[src/rtl/regfile_write_arbiter.sv]
// Round-robin arbiter sharing the regfile write port between ALU and load writeback.
// Define REGFILE_INIT_CLEAR_EN to clear registers 1..NUM_REGS-1 after reset.
module regfile_write_arbiter #(
  parameter int ADDR_WIDTH = 5,
  parameter int DATA_WIDTH = 32,
  parameter int NUM_REGS   = 32
) (
  input  logic                  Clk,
  input  logic                  Reset,
  input  logic                  Req0Valid,
  input  logic [ADDR_WIDTH-1:0] Req0Addr,
  input  logic [DATA_WIDTH-1:0] Req0Data,
  output logic                  Req0Ready,
  input  logic                  Req1Valid,
  input  logic [ADDR_WIDTH-1:0] Req1Addr,
  input  logic [DATA_WIDTH-1:0] Req1Data,
  output logic                  Req1Ready,
  output logic                  RegWrite,
  output logic [ADDR_WIDTH-1:0] WriteRegister,
  output logic [DATA_WIDTH-1:0] WriteData,
  output logic                  InitDone,
  output logic                  LastGrant
);

  if (NUM_REGS > (1 << ADDR_WIDTH)) begin : g_bad_cfg
    $error("NUM_REGS exceeds the register address space");
  end

  logic                  arb;
  logic                  init_wr;
  logic [ADDR_WIDTH-1:0] init_addr;
  logic                  gnt0;
  logic                  gnt1;

  logic                  regwrite_q, regwrite_d;
  logic [ADDR_WIDTH-1:0] wreg_q, wreg_d;
  logic [DATA_WIDTH-1:0] wdata_q, wdata_d;
  logic                  last_q, last_d;

`ifdef REGFILE_INIT_CLEAR_EN
  localparam int CW = $clog2(NUM_REGS) + 1;
  localparam logic [CW-1:0] CNT_END = CW'(NUM_REGS);

  typedef enum logic {S_INIT, S_ARB} state_e;

  state_e        state_q, state_d;
  logic [CW-1:0] cnt_q, cnt_d;

  always_ff @(posedge Clk) begin
    if (Reset) begin
      state_q <= S_INIT;
      cnt_q   <= CW'(1);
    end else begin
      state_q <= state_d;
      cnt_q   <= cnt_d;
    end
  end

  // Counter runs 1..NUM_REGS-1 issuing writes, then one idle step into ARB.
  always_comb begin
    state_d = state_q;
    cnt_d   = cnt_q;
    if (state_q == S_INIT) begin
      if (cnt_q == CNT_END) begin
        state_d = S_ARB;
      end else begin
        cnt_d = cnt_q + 1'b1;
      end
    end
  end

  always_comb begin
    arb       = (state_q == S_ARB);
    init_wr   = (state_q == S_INIT) && (cnt_q != CNT_END);
    init_addr = ADDR_WIDTH'(cnt_q);
  end

  assign InitDone = arb;
`else
  assign arb       = 1'b1;
  assign init_wr   = 1'b0;
  assign init_addr = '0;
  assign InitDone  = 1'b1;
`endif

  // On a tie the requester that did not win last time gets the port.
  always_comb begin
    gnt0 = 1'b0;
    gnt1 = 1'b0;
    if (arb && !Reset) begin
      if (Req0Valid && Req1Valid) begin
        gnt0 = last_q;
        gnt1 = !last_q;
      end else begin
        gnt0 = Req0Valid;
        gnt1 = Req1Valid;
      end
    end
  end

  assign Req0Ready = gnt0;
  assign Req1Ready = gnt1;

  always_comb begin
    regwrite_d = 1'b0;
    wreg_d     = wreg_q;
    wdata_d    = wdata_q;
    last_d     = last_q;
    if (init_wr) begin
      regwrite_d = 1'b1;
      wreg_d     = init_addr;
      wdata_d    = '0;
    end else if (gnt0) begin
      regwrite_d = |Req0Addr;
      wreg_d     = Req0Addr;
      wdata_d    = Req0Data;
      last_d     = 1'b0;
    end else if (gnt1) begin
      regwrite_d = |Req1Addr;
      wreg_d     = Req1Addr;
      wdata_d    = Req1Data;
      last_d     = 1'b1;
    end
  end

  always_ff @(posedge Clk) begin
    if (Reset) begin
      regwrite_q <= 1'b0;
      wreg_q     <= '0;
      wdata_q    <= '0;
      last_q     <= 1'b1;
    end else begin
      regwrite_q <= regwrite_d;
      wreg_q     <= wreg_d;
      wdata_q    <= wdata_d;
      last_q     <= last_d;
    end
  end

  assign RegWrite      = regwrite_q;
  assign WriteRegister = wreg_q;
  assign WriteData     = wdata_q;
  assign LastGrant     = last_q;

endmodule

[config.mk]
export PLATFORM = sky130hd
export DESIGN_NAME = regfile_write_arbiter
export DESIGN_NICKNAME = d
export VERILOG_FILES = /design/src/rtl/regfile_write_arbiter.sv
export SDC_FILE = /design/constraint.sdc
export NUM_CORES = 1
export LEC_CHECK = 0
export BUFFER_PORTS_ARGS = -buffer_cell sky130_fd_sc_hd__buf_2
export CAP_MARGIN = 5
export CORE_UTILIZATION = 35
export CTS_BUF_LIST = sky130_fd_sc_hd__clkbuf_16
export DETAILED_ROUTE_END_ITERATION = 8
export HOLD_SLACK_MARGIN = 0.15
export PLACE_DENSITY = 0.72
export SLEW_MARGIN = 10
export SYNTH_ARGS = -nofsm -noshare
export SYNTH_HDL_FRONTEND = slang
export SYNTH_SLANG_ARGS = --single-unit
[constraint.sdc]
create_clock -name Clk -period 4.6 [get_ports Clk]
set_clock_uncertainty 0.15 [all_clocks]
set_input_delay 0 -clock Clk [delete_from_list [all_inputs] [get_ports Clk]]
set_output_delay 0 -clock Clk [all_outputs]
set_load 0.01 [all_outputs]
==> impl_metrics.env <==
export IMPL_fin_crit_ns=2.80
export IMPL_syn_cell_area_sq_mm=0.00183
export IMPL_fin_crit_sh=0.608
export IMPL_core_sq_mm=0.00488
export IMPL_die_area_sq_mm=0.00551
export IMPL_grt_overflow_total=0
export IMPL_clock_latency_ns=0.27
export IMPL_ir_drop_mv=0.141
export IMPL_place_congestion=0.701
export IMPL_crit_path_cell_trace="o211a_4 -> a221o_1 -> dlygate4sd3_1"
export IMPL_synth_mux_area_frac=0
export IMPL_ant_nets=0
export IMPL_vias_per_cell=5.15
export IMPL_async_reset_ff_frac=0
export IMPL_start_kind="register"
export IMPL_cts_hold_buf=78
export IMPL_synth_top_family_by_area="compound AO/OA/AOI/OAI gates"
export IMPL_synthAdderAreaFrac=0
export IMPL_internal_power_w=0.000685
export IMPL_n_antenna_cell=0
export IMPL_first_global_vias=2162
export IMPL_worst_path_largest_cell_delay_ns=1.14
export IMPL_crit_slowest_cell="dfxtp_1"
export IMPL_worst_slew_pin_slew_ns=1.24
export IMPL_wire_per_inst_um=13.7
export IMPL_syn_area_per_cell_sq_um=9.67
export IMPL_drtPass1Iterations=4
export IMPL_port_buffers=118
export IMPL_p_seq_frac=0.425
export IMPL_synth_xor_area_frac=0
export IMPL_power_per_cell_area_mw_per_mm2=277
export IMPL_cts_tree="yes"
export IMPL_h_tree_depth=2
export IMPL_synthDistinctLibCells=19
export IMPL_p_comb_frac=0.229
export IMPL_p_leak_nw=1.66
export IMPL_layout_cells_most_common="buf_2"
export IMPL_fin_tns_setup_ns=0
export IMPL_arrival_ns=2.86
export IMPL_end_kind="register"
export IMPL_power_w=0.000914
export IMPL_rows=25
export IMPL_clock_sinks=39
export IMPL_status="finished, final reports clean"
export IMPL_crit_type="reg2reg"
export IMPL_required_ns=4.66
export IMPL_ys_seq_area_frac=0.427
export IMPL_clk_path_buf_depth=2
export IMPL_synth_compound_area_frac=0.397
export IMPL_ys_ff_latch=39
export IMPL_start_util=0.374
export IMPL_cts_setup_buffers=0
export IMPL_io_pins=120
export IMPL_drt_iter0_markers=161
export IMPL_max_slew_margin=0.169
export IMPL_report_final_slew_viol_count=0
export IMPL_switching_share=0.250
export IMPL_synthFlopType="dfxtp_1"
export IMPL_die_x_um=74.2
export IMPL_clkTransAtPathRegs_ns=0.05
export IMPL_drive_gt1_frac=0.347
export IMPL_root_buffer="clkbuf_16"
export IMPL_yosysTopAreaCell="dfxtp_1"
export IMPL_grt_pass1_wl_um=9430
export IMPL_switching_power_w=0.000229
export IMPL_die_h_um=74.2
export IMPL_clkPwrFrac=0.346
export IMPL_crit_fanout=41
export IMPL_ys_warn_count=0
export IMPL_synth_edf_count=0
export IMPL_hold_path_class="in2reg"
export IMPL_dp_hpwl_um=3230
export IMPL_synthSimpleGateAreaFrac=0.0253
export IMPL_drc=0
export IMPL_grt_max_degree=42
export IMPL_numCtsBuffers=5
export IMPL_synth_cells=189
export IMPL_vias=2247
export IMPL_synth_nets=267
export IMPL_wl_um=5980
export IMPL_ctsResizeCount=0
export IMPL_synth_area_leaders="dfxtp_1 43%, a221o_1 20%, a2111oi_0 18%, inv_1 7.8%, clkbuf_1 2.9%"
export IMPL_antenna_found_initial=0
export IMPL_synthToLayoutAreaGrowth_pct=81.0
export IMPL_fin_nets=447
export IMPL_hold_viol=0
export IMPL_track_usage=0.219
export IMPL_setup_violations=0
export IMPL_grt_setup_unrepaired="no"
export IMPL_synth_top_cell_area_share=0.427
export IMPL_fmax_ghz=0.358
export IMPL_final_cell_mix="118 x buf_2, 78 x dlygate4sd3_1, 39 x dfxtp_1"
export IMPL_maxCapViolCount=0
==> critical path: cells and delay by family, from the launching register on <==
kind                   cells  cell delay, ns
AO/OA/AOI/OAI              2            0.86
buffers and inverters      1            0.56
flip-flops                 1            1.14
==> metal layers <==
layer | track usage | up-vias | routed length, um
met4 | 0.0755 | 0 | 65
met5 | 0 | - | 0
li1 | - | 1102 | -
met2 | 0.396 | 101 | 2940
met1 | 0.259 | 1035 | 2570
met3 | 0.0434 | 9 | 404
==> worst paths after layout <==
| kind | start | slack, ns | cells past startpoint | to |
|---|---|---|---|---|
| hold reg to reg | WriteData[21] | 0.87 | 2 | WriteData[21] |
| hold / removal | Reset | 0.42 | 4 | RegWrite |
| setup / recovery | LastGrant | 1.80 | 3 | WriteData[18] |
| setup reg to reg | LastGrant | 1.80 | 3 | WriteData[18] |
==> power by group through the flow <==
| stage | registers, W | logic, W | clock network (W) |
|---|---|---|---|
| 6_report | 0.000389 | 0.000209 | 0.000317 |
| 5_1_grt | 0.000392 | 0.000228 | 0.000338 |
| 4_1_cts | 0.000387 | 0.000204 | 0.000322 |
| 3_5_place_dp | 0.000393 | 0.000142 | 0 |
| 3_3_place_gp | 0.000394 | 0.000140 | 0 |
| 2_1_floorplan | 0.000401 | 0.0000664 | 0 |
==> cells by family after synthesis <==
| group | after synthesis |
|---|---|
| AO/OA/AOI/OAI | 77 |
| buffers and inverters | 63 |
| flip-flops | 39 |
| other | 1 |
| AND/OR/NAND/NOR | 9 |
==> synthesized netlist by cell type (2+ instances only) <==
library cell,number
buf_2,6
a221o_1,37
nand2_1,3
clkbuf_1,14
nor3_1,2
inv_1,38
a2111oi_0,37
dfxtp_1,39
buf_6,3
==> cell type report <==
type,count,area (sq um)
timing repair buffer,197,1380
fill,418,1570
multi-input combinational,87,782
clock inverter,2,8.76
sequential,39,781
tap,67,83.8
inverter,39,146
clock buffer,5,125
==> registers in the layout, indices dropped and copies added, names as in the netlist <==
name	flops
WriteRegister	5
LastGrant	1
RegWrite	1
WriteData	32
==> metrics by stage <==
| stage | hold slack (ns) | instances | area [sq um] | setup slack (ns) | util |
|---|---|---|---|---|---|
| finish | 0.420 | 436 | 3310 | 1.80 | 0.677 |
| global route | 0.482 | 436 | 3310 | 1.66 | 0.677 |
| CTS | 0.405 | 436 | 3310 | 1.92 | 0.677 |
| detailed placement | 0.0786 | 351 | 2390 | 2.48 | 0.490 |
| global placement | 0.0739 | 351 | 2390 | 2.52 | 0.490 |
| floorplan | -0.0180 | 189 | 1830 | 3.03 | - |
(Power assumes the default switching activity.)
